--- config.mk ---
export PLATFORM = sky130hd
export DESIGN_NAME = spr_dma
export DESIGN_NICKNAME = d
export VERILOG_FILES = /design/src/rtl/spr_dma.sv
export SDC_FILE = /design/constraint.sdc
export NUM_CORES = 1
export LEC_CHECK = 0
export CAP_MARGIN = 20
export CORE_UTILIZATION = 40
export DETAILED_ROUTE_END_ITERATION = 16
export DONT_BUFFER_PORTS = 1
export PLACE_DENSITY = 0.64
export SLEW_MARGIN = 15
export SYNTH_ARGS = -nofsm -noshare
export SYNTH_HDL_FRONTEND = slang
export SYNTH_SLANG_ARGS = --single-unit
export TNS_END_PERCENT = 100
--- constraint.sdc ---
create_clock -name clk -period 5.5 [get_ports clk]
set_input_delay 1.375 -clock clk [delete_from_list [all_inputs] [get_ports clk]]
set_output_delay 1.375 -clock clk [all_outputs]
set_load 0.05 [all_outputs]
--- src/rtl/spr_dma.sv ---
// Sprite OAM DMA engine: a CPU write to TRIG_ADDR latches a source page, then the
// engine owns the bus and copies {page,00}..{page,FF} to DST_ADDR, one byte per 3 cycles.
module spr_dma #(
  parameter logic [15:0] TRIG_ADDR = 16'h4014,
  parameter logic [15:0] DST_ADDR  = 16'h2004
) (
  input  logic        clk,
  input  logic        rst,
  input  logic [15:0] cpu_a,
  input  logic        cpu_r_nw,
  input  logic [7:0]  cpu_dout,
  input  logic [7:0]  mem_din,
  input  logic        halt,
  output logic        active,
  output logic [15:0] a,
  output logic        r_nw,
  output logic [7:0]  dout,
  output logic        done
);

  typedef enum logic [1:0] {S_IDLE, S_READ, S_WAIT, S_WRITE} state_t;

  state_t      r_state;
  logic        r_armed;
  logic        r_halted;
  logic        r_active;
  logic        r_r_nw;
  logic        r_done;
  logic [7:0]  r_cnt;
  logic [7:0]  r_page;
  logic [7:0]  r_data;
  logic [15:0] r_a;

  logic        w_match;
  logic [7:0]  w_cnt_nxt;

  assign w_match   = (cpu_a == TRIG_ADDR) && !cpu_r_nw && !halt;
  assign w_cnt_nxt = r_cnt + 8'd1;

  assign active = r_active;
  assign a      = r_a;
  assign r_nw   = r_r_nw;
  assign dout   = r_data;
  assign done   = r_done;

  always_ff @(posedge clk or posedge rst) begin
    if (rst) begin
      r_state  <= S_IDLE;
      r_armed  <= 1'b1;
      r_halted <= 1'b0;
      r_active <= 1'b0;
      r_a      <= 16'h0000;
      r_r_nw   <= 1'b1;
      r_done   <= 1'b0;
      r_cnt    <= 8'h00;
      r_page   <= 8'h00;
      r_data   <= 8'h00;
    end else begin
      // Re-arm only after a cycle without a match, so a held CPU write fires once.
      r_armed <= !w_match;
      r_done  <= 1'b0;
      if (r_state == S_IDLE) begin
        if (w_match && r_armed) begin
          r_page   <= cpu_dout;
          r_cnt    <= 8'h00;
          r_state  <= S_READ;
          r_active <= 1'b1;
          r_a      <= {cpu_dout, 8'h00};
          r_r_nw   <= 1'b1;
        end
      end else if (halt) begin
        r_halted <= 1'b1;
        r_r_nw   <= 1'b1;
      end else if (r_halted) begin
        // The debugger may have disturbed the RAM pipeline: redo the current byte.
        r_halted <= 1'b0;
        r_state  <= S_READ;
        r_a      <= {r_page, r_cnt};
        r_r_nw   <= 1'b1;
      end else begin
        case (r_state)
          S_READ: r_state <= S_WAIT;
          S_WAIT: begin
            r_data  <= mem_din;
            r_a     <= DST_ADDR;
            r_r_nw  <= 1'b0;
            r_state <= S_WRITE;
          end
          S_WRITE: begin
            r_cnt  <= w_cnt_nxt;
            r_r_nw <= 1'b1;
            if (r_cnt == 8'hFF) begin
              r_state  <= S_IDLE;
              r_active <= 1'b0;
              r_a      <= 16'h0000;
              r_data   <= 8'h00;
              r_done   <= 1'b1;
            end else begin
              r_state <= S_READ;
              r_a     <= {r_page, w_cnt_nxt};
            end
          end
          default: ;
        endcase
      end
    end
  end

endmodule
# Word level (Yosys, flattened, before mapping)
# Index checks and enable logic that the tools add are counted.
[classes] reduce_logical=20 mux=35 addsub=1 n_bitwise=3 n_eq_ne=9
[op_table] operator="$mux W16" n=5
[op_table] operator="$mux W8" n=6
[op_table] operator="$pmux W16 S2" n=1
[op_table] operator="$eq A16 B15 Y1 const B" n=1
[op_table] operator="$mux W1" n=16
[op_table] operator="$pmux W8 S2" n=1
[op_table] operator="$reduce_and A5 Y1" n=2
[op_table] operator="$reduce_bool A5 Y1" n=2
[op_table] operator="$add A8 B1 Y8 const B" n=1
[op_table] operator="$eq A8 B8 Y1 const B" n=1
[op_table] operator="$mux W2" n=4
[op_table] operator="$ne A2 B1 Y1 const B" n=3
[op_table] operator="$pmux W2 S3" n=1
[op_table] operator="$reduce_and A3 Y1" n=2
[op_table] operator="$reduce_bool A2 Y1" n=3
[op_table] operator="$eq A2 B2 Y1 const B" n=2
[op_table] operator="$reduce_and A2 Y1" n=2
[op_table] operator="$reduce_and A4 Y1" n=1
[op_table] operator="$reduce_bool A4 Y1" n=1
[op_table] operator="$logic_and A1 B1 Y1" n=3
[op_table] operator="$logic_not A1 Y1" n=3
[op_table] operator="$not A1 Y1" n=3
[op_table] operator="$eq A2 B1 Y1 const B" n=1
[op_table] operator="$logic_not A2 Y1" n=1
[op_table] operator="other kinds (2)" n=2
[totals] inputBits=36 reg_bits=47 elab_cells=78 out_inout_bits=27

# Logic depth before layout (Yosys ltp)
# Gate-level depths: netlist of run 1.
[depth] ltp_word=6 ltp_mapped=8 ltp_nobuf=7

# Worst setup path after synthesis of run 1
# Ideal clock, no wire load.
[synth_timing] path_kind="input to register" from="input port cpu_a[1]" to="register r_page[0]" required_ps=5375 slack_ps=2794 arrival_ps=2581 n_path_buf=1 cell_stages=5 setup_time_ps=125 cell_sequence="nor4b_2 -> and4_1 -> and2b_1 -> buf_4 -> mux2_2"
[synth_between] elab_chain_cells=5
[synth_rtl] element="start, declared" line="9" rtl="input logic [15:0] cpu_a,"
[synth_rtl] element="$eq A16 B15 Y1" line="37" rtl="assign w_match = (cpu_a == TRIG_ADDR) && !cpu_r_nw && !halt;"
[synth_rtl] element="$logic_and A1 B1 Y1 (2 in series)" line="37"
[synth_rtl] element="$logic_and A1 B1 Y1" line="63" rtl="if (w_match && r_armed) begin"
[synth_rtl] element="$reduce_and A2 Y1 (no line)"
[synth_rtl] element="end signal, assigned" line="64" rtl="r_page <= cpu_dout;"
[synth_rtl] element="end, declared" line="30" rtl="logic [7:0] r_page;"
# No other way between the ends.
# A chain may end at the register's enable or synchronous reset.

# Worst setup path in the final report of run 1
[layout_timing] from="register r_state[0]" to="register r_cnt[6]"
[layout_between] elab_chain_cells=3 word_cells_on_any_way=8 classes_between="eq/ne (4); mux (1); reduce/logical (3)"
[layout_rtl] element="start, declared" line="23" rtl="state_t r_state;"
[layout_rtl] element="start signal, assigned" line="48" rtl="r_state <= S_IDLE;"
[layout_rtl] element="start signal, assigned" line="66" rtl="r_state <= S_READ;"
[layout_rtl] element="start signal, assigned" line="77" rtl="r_state <= S_READ;"
[layout_rtl] element="$eq A2 B2 Y1 or $logic_not A2 Y1 (tied branches)" line="81, 62"
[layout_rtl] element="$reduce_bool A2 Y1 (no line) or $ne A2 B1 Y1 (tied branches)"
[layout_rtl] element="$reduce_and A4 Y1 (no line)"
[layout_rtl] element="end signal, assigned" line="90" rtl="r_cnt <= w_cnt_nxt;"
[layout_rtl] element="end, declared" line="29" rtl="logic [7:0] r_cnt;"
# Several ways; a longest one is shown, not always the timed one.

==> results.md, run 1 <==
Routing:
- The first TritonRoute pass finished after 4 iterations.
- The via count normalized by instance count is 5.72.
- The routed wire length per instance is 16.2 um.
- The detail route stage leaves a number of antenna-violating nets equal to 0.
- The routed layout has 1,768 vias.
- The DRC violation count after routing is 0.
- After the first detailed-routing iteration, the DRC count stood at 102.
- The wire length after detailed routing is 5000 um.

Floorplanning:
- Measured along the y axis, the die boundary spans 80.6 um.
- The core region area is 5960 um^2.
- The count of pins on the block boundary is 63.
- The starting utilization of the core area is 41.5%.
- The floorplan step set the die width to 80.6 um.
- The die area is 6500 um^2.
- The floorplan has 28 rows.

Logic synthesis:
- The flip-flop and latch count after synthesis is 47.
- The fraction of registers with async set/reset is 100%.
- Counting distinct cell types in the post-synthesis netlist gives 57.
- During synthesis, Yosys emitted a total of 0 warnings.
- The proportion of netlist area held by the largest area contributor is 45.5%.
- The number of cells produced by synthesis is 236.
- The summed instance area of the synthesized netlist is 2470 um^2.
- After synthesis, the mean cell area works out to 10.5 um^2.
- The share of the Yosys chip area taken by registers is 47.7%.
- Counting every net in the synthesized netlist gives 277.
- dfrtp_1 takes more of the synthesized area than any other cell.
- The main flop type after synthesis is dfrtp_1.
- After synthesis, the cell types taking the most area are dfrtp_1, mux2_2, nand2_1, o31ai_1, a22o_1.
- In this run, synthesis inferred 0 flip-flops with an integrated enable.

Clock network:
- Clock-pin slew was measured on the worst setup and hold paths at 0.08 ns.
- The total setup buffers inserted after CTS is 0.
- The number of clock sinks is 47.
- The H-tree depth reported by CTS is 2.
- The number of gates resized after CTS was 0.
- TritonCTS built the clock tree.
- The longest clock path from root to sink contains 2 buffers.
- The clock buffer count from CTS is 5.
- The number of buffers added to fix hold violations after cts is 0.
- The insertion delay to the later sink of the worst-skew pair is 0.30 ns.
- The tree is rooted in a clkbuf_8.

Place:
- Summed over all nets, the half-perimeter wirelength after detailed placement is 3350 um.
- The count of buffers from port buffering is 0.
- The instance count after placement with tap cells included is 299.
- Routability-driven placement finished with a final weighted congestion of 0.744.

Critical path:
- Traced cell by cell, the critical path runs through inv_1 -> ha_1 -> buf_8 -> nor3_1 -> nand2b_1 -> o41a_1 -> o21ai_1 -> o31ai_1.
- The startpoint type of the worst setup path is a register.
- Data on the critical path arrives at its endpoint at 2.97 ns.
- The worst register-to-register path begins at r_state[0].
- In this run the critical register-to-register path is captured at r_cnt[6].
- For the worst setup path, the data required time is 5.67 ns.
- The largest incremental delay on the critical path is 0.45 ns.
- The number of cells on the worst reg-to-reg path is 8.
- The largest driver fanout on the critical path is 15.
- The worst setup path is captured at a register.
- The type of the setup path with the least slack is reg2reg.
- In this run the register-to-register setup slack is 2.70 ns.
- For this design, the slowest cell found on the critical path is nor3_1.

Power:
- Summed over all cells, the static leakage comes to 1.12 nW.
- Summing internal, switching and leakage power gives 1.48 mW.
- The maximum ir drop on the vdd rail is 0.194 mV.
- In this run the power density over the cells is 570 nW/um^2.

Worst hold path:
- The worst hold path class is reg2reg.
- The startpoint identified for the worst hold timing path is r_armed.
- The depth of the worst hold-timing path is 2.
- For hold timing, the worst endpoint is r_nw.

Final layout:
- The number of standard cells in the layout, taps in and fillers out is 309.
- Cells with a size suffix above 1 make up 15.8% of the layout.
- For this run, the share of the core covered by cells in the final layout is 43.6%.
- The final net count is 274.
- The antenna diode count is 0.
- The layout filler cell count is 587.
- The layout-stage area growth over the synthesis result is 5.01%.

STA:
- In this run the tightest slew margin relative to its limit is 55.3%.
- Setup repair after global routing left no endpoint under its margin.
- Final hold analysis gives a worst-case slack of 0.511 ns.
- The worst path needs 2.80 ns of the cycle, external delays included.
- The final clock skew is 0.00541 ns.
- The transition at the pin with the smallest max-transition slack is 0.670 ns.
- Of the available clock period, the critical path in the final layout requires 50.8%.
- The final count of hold timing violations is 0.
- The number of slew-limit violations in the final report came to 0.
- Setup violations remaining at the end of the flow were counted as 0.
- The maximum clock frequency is 0.358 GHz.
- The summed negative setup slack over all endpoints is 0 ns.

GRT:
- The first global-routing pass estimated 7860 um of wire.
- The total track usage is 15.7%.
- The total overflow left after global routing is 0.
- The initial antenna violation count was 0.
- The maximum number of pins on one net before global-route repair is 48.
- The number of global-route vias before repair is 1,661.

Flow run:
- Max-cap violations in this run came to 0.

Outcome:
- The run finished with clean final reports.
Yosys cell counts, drive strengths merged (2+ instances only):
| cell | n |
|---|---|
| ha | 5 |
| nand3 | 6 |
| nor3 | 5 |
| inv | 8 |
| o211ai | 2 |
| a31oi | 2 |
| or3 | 2 |
| nor4 | 2 |
| a21oi | 9 |
| a22o | 8 |
| a31o | 2 |
| and4 | 3 |
| buf | 12 |
| mux2i | 7 |
| dfstp | 2 |
| o21ai | 22 |
| o21a | 2 |
| nor4b | 4 |
| o31ai | 12 |
| nor2 | 15 |
| nand2 | 25 |
| mux2 | 11 |
| nand2b | 2 |
| dfrtp | 45 |
| and3 | 6 |
layer usage:
| layer | up-vias | track usage, % | wire length [um] |
|---|---|---|---|
| met4 | 0 | 4.29 | 57 |
| met2 | 56 | 25.7 | 2320 |
| li1 | 852 | - | - |
| met3 | 5 | 4.32 | 284 |
| met1 | 855 | 20.3 | 2340 |
| met5 | - | 0 | 0 |
cells by family after synthesis:
logic type / Yosys count / share of synthesized area [%]
buffers and inverters: 21 / 5.01
muxes: 18 / 7.84
and+or+nand+nor: 78 / 17.7
adders and majority gates: 5 / 2.53
DFF: 47 / 47.7
AOI/OAI and AO/OA: 66 / 18.9
xor gates and xnor gates: 1 / 0.354
cell usage in the layout (no fill, tap or decap), types with 7 or more instances in the layout:
cell / n
mux2_2: 10
dfrtp_1: 45
inv_1: 7
a21oi_1: 9
a22o_1: 8
o21ai_0: 13
mux2i_1: 7
o21ai_1: 7
nand2_1: 24
o31ai_1: 12
nor2_1: 15
stage by stage:
| step | area, um^2 | setup WS (ns) |
|---|---|---|
| floorplan | 2470 | 2.79 |
| global placement | 2480 | 2.54 |
| detailed placement | 2480 | 2.51 |
| CTS | 2560 | 2.56 |
| global route | 2600 | 2.49 |
| finish | 2600 | 2.70 |
critical path: cells and delay by family, from the launching register on:
family | cells | cell delay [ns]
AO/OA/AOI/OAI | 3 | 0.62
adder cells (fa/ha/maj) | 1 | 0.44
buffers and inverters | 2 | 0.35
flip-flops | 1 | 0.43
AND/OR/NAND/NOR | 2 | 0.84
worst max path at each step:
stage | from | endpoint | slack, ns | depth (start not counted)
CTS | r_state[0] | a[1] | 2.56 | 7
floorplan | cpu_a[1] | r_page[0] | 2.79 | 5
global placement | cpu_a[1] | r_page[6] | 2.54 | 4
global route | r_state[0] | r_cnt[7] | 2.49 | 8
finish | r_state[0] | r_cnt[6] | 2.70 | 8
detailed placement | cpu_a[12] | r_page[5] | 2.51 | 4
flip-flops by register name, indices dropped and copies added (netlist names), 2 cells and up:
register,cells
dout,8
r_cnt,8
r_state,2
r_page,8
a,16
area by class of cell:
| class | instances | area [um^2] | share of cell area (%) |
|---|---|---|---|
| Sequential cell | 47 | 1180 | 45.4 |
| Multi-Input combinational cell | 168 | 1170 | 45.1 |
| Tap cell | 75 | 93.8 | 3.61 |
| Clock buffer | 7 | 76.3 | 2.94 |
| Timing Repair Buffer | 3 | 42.5 | 1.64 |
| Inverter | 8 | 30.0 | 1.16 |
| Clock inverter | 1 | 5.00 | 0.193 |
report_power, final:
group	total (mW)	switching (mW)	internal (mW)
logic	0.418	0.236	0.183
clock network	0.201	0.111	0.0894
registers	0.861	0.401	0.460
Note: power is estimated with default switching activity, not from simulation.
==> inputs of run 2 (changes only) <==
Clock period 5.5 ns to 2.6 ns, I/O delays scaled along.
==> run 2 against run 1 <==
Largest cell class unchanged. Register-to-register slack worse by 2.4 ns. Non-clock buffer count grew 7. Count of clock-buffer cells in the layout stayed put. Critical path depth did not move.
==> results.md, run 2 (synthesis gave the netlist of run 1 again) <==
Outcome:
- The run finished with clean final reports.

Place:
- The count of buffers from port buffering is 0 (unchanged).
- The post-DP HPWL is 3590 um (+7.2%).
- The post-placement cell area came to 2550 um^2 (+2.7%).
- The global placer's final weighted congestion came to 0.797 (+7.2%).

STA:
- The final count of hold timing violations came to 0 (unchanged).
- The final clock skew came to 0.00667 ns (+0.00126 ns).
- The smallest hold slack is 0.154 ns (-0.358 ns).
- The summed negative setup slack over all endpoints is 0 ns (unchanged).
- The final cycle utilization of the critical path is 87.0% (+36 points).
- Setup repair after global routing left no endpoint under its margin.
- The number of slew-limit violations in the final report was 0 (unchanged).
- The worst relative slew slack is 63.3% (+7.9 points).
- The shortest clock period the worst path allows after layout is 2.26 ns (-0.535 ns).
- The maximum clock frequency was 0.442 GHz (+24%).
- The final count of negative-setup-slack endpoints is 0 (unchanged).
- The transition at the pin with the smallest max-transition slack came to 0.550 ns (-0.121 ns).

Floorplanning:
- The vertical die dimension is 80.6 um (unchanged).
- The starting utilization of the core area is 41.5% (unchanged).
- The chip width is 80.6 um (unchanged).
- The core region area is 5960 um^2 (unchanged).
- The die area is 6500 um^2 (unchanged).
- The row count is 28 (unchanged).
- The count of pins on the block boundary is 63 (unchanged).

Critical path:
- The startpoint type of the worst setup path is a register.
- The arrival time of the worst setup path is 2.45 ns (-0.52 ns).
- The largest driver fanout on the critical path is 11 (-4).
- The required time of the critical path was 2.79 ns (-2.88 ns).
- The nature of the critical path endpoint is a register.
- The type of the setup path with the least slack is reg2reg.

Clock network:
- The clock buffer count from CTS is 5 (unchanged).
- The H-tree depth reported by CTS is 2 (unchanged).
- The number of buffers added to fix hold violations after cts is 0 (unchanged).
- The insertion delay to the later sink of the worst-skew pair is 0.30 ns (about the same).
- The total of cells resized after clock tree synthesis is 0 (unchanged).
- The total setup buffers inserted after CTS is 0 (unchanged).
- The clock slew at the register clock pins of the worst setup and hold paths is 0.09 ns (about the same).
- The tree is rooted in a clkbuf_8.
- The deepest clock path buffer count was 2 (unchanged).
- The TritonCTS clock tree is done.
- The number of clock sinks is 47 (unchanged).

Routing:
- The wire length after detailed routing is 4880 um (-2.4%).
- The routed wire length per instance is 15.4 um (-4.5%).
- The wire length on met2 came to 2340 um (+0.73%).
- The number of design-rule violations left by the first detailed-router iteration is 71 (-30%).
- The DRC violation count after routing is 0 (unchanged).
- The number of search-and-repair iterations in the first detailed-routing pass came to 6 (+2).
- The number of vias in the routed layout came to 1,759 (-0.51%).
- The length of routed wiring on met1 came to 2150 um (-7.8%).
- The via count normalized by instance count was 5.57 (-2.7%).
- The routed length on met3 was 310 um (+9.2%).
- The remaining antenna violation count after routing is 0 (unchanged).
- Signal routing reaches up to met4.

GRT:
- The total track usage came to 15.9% (+0.19 points).
- The global-route congestion overflow total came to 0 (unchanged).
- The maximum number of pins on one net before global-route repair is 36 (-25%).
- The initial antenna violation count came to 0 (unchanged).
- The first-pass GRT wire length is 7850 um (about the same).
- The number of global-route vias before repair is 1,687 (+1.6%).

Worst hold path:
- The worst hold path class is in2async.

Power:
- The power density normalized to cell area is 1210 nW/um^2 (+110%).
- The post-layout total power is 3.22 mW (+120%).
- The cell leakage power is 1.15 nW (+3.2%).
- The internal power summed over all cells is 1.63 mW (+120%).
- The switching component of the power is 1.59 mW (+110%).
- The power share of the sequential group is 56.5% (-1.7 points).
- The share of total power in combinational logic came to 28.4% (about the same).
- The clock network fraction of design power is 15.1% (+1.5 points).
- The switching share of power is 49.4% (-1.1 points).
- The maximum ir drop on the vdd rail is 0.465 mV (+140%).

Final layout:
- The ratio of cells with drive above 1 in the final layout is 19.1% (+3.3 points).
- The most common cell after layout, fill and taps aside is dfrtp_1.
- The antenna diode count was 0 (unchanged).
- The layout-stage area growth over the synthesis result is 7.24%.
- The library cells used most frequently in the layout, excluding fill and tap cells, are dfrtp_1, nand2_1, nor2_1.
- The flip-flop count of the largest register, all copies and words added is 16 (unchanged).
- The final instance area was 2650 um^2 (+2.1%).
- The final net count is 281 (+2.6%).

Flow run:
- The number of violations of the max-capacitance limit was 0 (unchanged).
==> run 2: cell types whose count changed in the layout (fill, tap and decap cells not counted) <==
| cell | previous run | this run |
|---|---|---|
| buf_4 | 1 | 10 |
| clkbuf_1 | 2 | 0 |
| clkbuf_8 | 5 | 7 |
| buf_12 | 1 | 0 |
| buf_8 | 1 | 0 |
| clkinv_2 | 1 | 0 |
| clkinvlp_4 | 0 | 1 |
==> run 2: critical path: stages (launching register included) <==
cell      delay, ns
dfrtp_1        0.43
inv_1          0.09
ha_1           0.28
nor2_1         0.33
a31o_2         0.17
o211ai_2       0.25
buf_4          0.26
a211o_1        0.22
a21boi_0       0.12
==> run 2: layer usage <==
| layer | GRT usage (%) | up-vias |
|---|---|---|
| li1 | - | 864 |
| met1 | 21.2 | 831 |
| met2 | 25.0 | 57 |
| met3 | 3.52 | 7 |
| met4 | 6.43 | 0 |
| met5 | 0 | - |
==> run 2: worst paths after layout <==
path | from | end | slack (ns) | cells after the start
max in group asynchronous | rst | r_nw | 1.69 | 2
setup / recovery | r_state[0] | a[6] | 0.34 | 8
hold / removal | rst | dout[5] | 0.15 | 1
setup reg to reg | r_state[0] | a[6] | 0.34 | 8
hold reg to reg | r_page[7] | r_page[7] | 0.51 | 1
min in group clk | cpu_a[12] | r_armed | 0.46 | 2
==> run 2: layout make-up <==
cell class                 count  area, um^2
fill                         605        3300
sequential                    47        1180
multi-input combinational    168        1170
clock buffer                   7        96.3
tap                           75        93.8
timing repair buffer          10        75.1
inverter                       8        30.0
clock inverter                 1        7.51
==> run 2: per-stage QoR <==
stage,instances,util (%),setup WS [ns]
floorplan,236,-,0.598
global placement,308,42.8,0.396
detailed placement,308,42.8,0.345
CTS,316,44.5,0.337
global route,316,44.5,0.195
finish,316,44.5,0.338
==> run 2: power groups by stage <==
stage	clock network, mW	logic [mW]	registers (mW)
detailed placement	0	0.924	1.84
CTS	0.502	0.928	1.82
floorplan	0	0.780	1.76
finish	0.487	0.915	1.82
global route	0.525	1.04	1.87
global placement	0	0.909	1.84
==> inputs of run 3 (changes only) <==
Settings changed: ABC_CLOCK_PERIOD_IN_PS set to 2600, CORE_MARGIN set to 4.
==> run 3 against run 2 <==
Largest cell class unchanged. Design area increased by 0.57%. Global-route usage fell by 1.2 points. Clock power is 16% higher. Largest power group unchanged. Fmax down 4.0%. Clock skew up 0.0032 ns. Worst setup slack worse by 0.095 ns. Critical path type unchanged. Register-to-register slack got worse by 0.095 ns. Critical path depth decreased by 1. Via count up 1.6%. Combinational power is 3.5% higher. Highest routed layer unchanged. Wire length increased by 11%.
==> results.md, run 3 (synthesis gave the netlist of run 1 again) <==
Floorplanning:
- The count of pins on the block boundary is 63 (unchanged).
- The core region area was 5960 um^2 (unchanged).
- The die area is 7500 um^2 (+15%).
- The chip width is 86.6 um (+7.4%).
- The starting utilization of the core area was 41.5% (unchanged).
- The vertical die dimension is 86.6 um (+7.4%).
- The row count is 28 (unchanged).

Final layout:
- The library cells used most frequently in the layout, excluding fill and tap cells, are dfrtp_1, nand2_1, nor2_1.
- The layout filler cell count is 598 (-1.2%).
- The flip-flop count of the largest register, all copies and words added is 16 (unchanged).
- The number of standard cells in the layout, taps in and fillers out is 314 (-0.63%).
- The final net count was 279 (-0.71%).
- The share of the core filled with cells in the final layout is 44.8% (+0.25 points).
- The register cell area after layout came to 1180 um^2 (unchanged).
- The layout-stage area growth over the synthesis result is 7.84%.
- The most common cell after layout, fill and taps aside is dfrtp_1.
- The area of combinational cells with multiple inputs is 1170 um^2 (unchanged).
- The ratio of cells with drive above 1 in the final layout was 18.4% (-0.68 points).
- The antenna diode count is 0 (unchanged).

Routing:
- The number of design-rule violations left by the first detailed-router iteration is 90 (+27%).
- The via count normalized by instance count is 5.69 (+2.3%).
- The wire length after detailed routing was 5430 um (+11%).
- The DRC violation count after routing is 0 (unchanged).
- The remaining antenna violation count after routing is 0 (unchanged).
- The routed wire length per instance is 17.3 um (+12%).
- The number of search-and-repair iterations in the first detailed-routing pass was 4 (-2).
- The number of vias in the routed layout came to 1,788 (+1.6%).

STA:
- The worst relative slew slack is 52.0% (-11 points).
- The final cycle utilization of the critical path came to 90.7% (+3.7 points).
- The maximum clock frequency is 0.424 GHz (-4.0%).
- Setup repair after global routing left no endpoint under its margin.
- The smallest hold slack was 0.151 ns (-0.00273 ns).
- The summed negative setup slack over all endpoints came to 0 ns (unchanged).
- The final count of hold timing violations came to 0 (unchanged).
- The minimum setup slack in the final design is 0.243 ns (-0.0954 ns).
- The shortest clock period the worst path allows after layout was 2.36 ns (+0.0954 ns).
- The number of slew-limit violations in the final report is 0 (unchanged).
- The final count of negative-setup-slack endpoints is 0 (unchanged).
- The final clock skew is 0.00989 ns (+0.00322 ns).
- The transition at the pin with the smallest max-transition slack is 0.718 ns (+0.169 ns).

Power:
- The internal power summed over all cells is 1.71 mW (+4.8%).
- The switching component of the power is 1.63 mW (+2.2%).
- The switching share of power is 48.8% (-0.64 points).
- The cell leakage power is 1.16 nW (+0.62%).
- The maximum ir drop on the vdd rail was 0.531 mV (+14%).
- The share of total power in combinational logic is 28.4% (about the same).
- The power density normalized to cell area is 1250 nW/um^2 (+3.0%).
- The clock network fraction of design power was 17.0% (+1.9 points).
- The power share of the sequential group is 54.6% (-1.9 points).

Clock network:
- The tree is rooted in a clkbuf_8.
- The TritonCTS clock tree is done.
- The number of clock sinks was 47 (unchanged).
- The clock buffer count from CTS was 5 (unchanged).
- The number of buffers added to fix hold violations after cts is 0 (unchanged).
- The clock slew at the register clock pins of the worst setup and hold paths is 0.09 ns (about the same).
- The deepest clock path buffer count is 2 (unchanged).
- The H-tree depth reported by CTS is 2 (unchanged).
- The insertion delay to the later sink of the worst-skew pair was 0.30 ns (about the same).
- The total of cells resized after clock tree synthesis is 0 (unchanged).
- The total setup buffers inserted after CTS is 0 (unchanged).

Place:
- The global placer's final weighted congestion is 0.829 (+4.0%).
- The count of buffers from port buffering was 0 (unchanged).
- The instance count after placement with tap cells included is 306 (-0.65%).
- The post-DP HPWL is 3990 um (+11%).
- The post-place setup slack is 0.241 ns (-0.104 ns).

GRT:
- The global-route congestion overflow total is 0 (unchanged).
- The number of global-route vias before repair is 1,790 (+6.1%).
- The first-pass GRT wire length is 8850 um (+13%).
- The maximum number of pins on one net before global-route repair is 38 (+5.6%).
- The initial antenna violation count was 0 (unchanged).
- The total track usage came to 14.8% (-1.2 points).

Flow run:
- The number of violations of the max-capacitance limit is 0 (unchanged).

Critical path:
- The worst setup path is captured at a register.
- The setup path with the least slack is of type reg2reg.
- The largest driver fanout on the critical path is 17 (+6).
- The required time of the critical path is 2.81 ns (+0.02 ns).
- The worst setup path is launched from a register.
- The arrival time of the worst setup path came to 2.56 ns (+0.11 ns).

Worst hold path:
- The worst hold path class is in2async.

Outcome:
- The run finished with clean final reports.
## run 3: cell count changes in the layout (fill, tap and decap cells not counted)
cell / change
buf_12: +1
buf_4: -3
bufinv_16: +1
clkbuf_8: -1
clkinvlp_4: -1
inv_6: +1
## run 3: area by class of cell
class / instances / share of cell area [%]
clock buffers: 6 / 3.10
clock inverters: 2 / 1.45
inverters: 8 / 1.13
multi-input cells: 168 / 43.9
flip-flops and latches: 47 / 44.2
well taps: 75 / 3.52
repair buffers: 8 / 2.72
## run 3: layer usage
layer  share of wire, %  up-vias  global-route usage [%]
met5                  0        -                       0
met4                1.3        0                    4.25
met3                7.6        6                    4.37
met2                 46       63                    23.4
met1                 45      861                    19.6
li1                   -      858                       -
## run 3: power by group through the flow
stage,sequential (mW),combinational [mW],clock [mW]
finish,1.82,0.947,0.567
global route,1.86,1.07,0.614
CTS,1.83,0.950,0.588
detailed placement,1.84,0.947,0
global placement,1.83,0.934,0
floorplan,1.76,0.780,0
## run 3: worst max-delay path, cell delays in order, from the launching register on
cell      delay, ns
dfrtp_1        0.41
inv_1          0.08
ha_1           0.33
nor2_1         0.42
a31o_2         0.20
o211ai_2       0.31
buf_12         0.28
o31ai_1        0.24
## run 3: path summary, 6_finish.rpt
check                      cells after the start        end  slack (ns)        from
min in group clk                               2    r_armed        0.46   cpu_a[12]
min reg2reg                                    1  r_page[5]        0.51   r_page[5]
max reg2reg                                    7      a[12]        0.24  r_state[0]
max in group asynchronous                      2       r_nw        1.66         rst
max                                            7      a[12]        0.24  r_state[0]
min                                            1       a[6]        0.15         rst
## run 3: stage by stage
| step | area [um^2] | power, mW |
|---|---|---|
| floorplan | 2470 | 2.54 |
| global placement | 2540 | 2.77 |
| detailed placement | 2540 | 2.79 |
| CTS | 2670 | 3.37 |
| global route | 2670 | 3.54 |
| finish | 2670 | 3.33 |
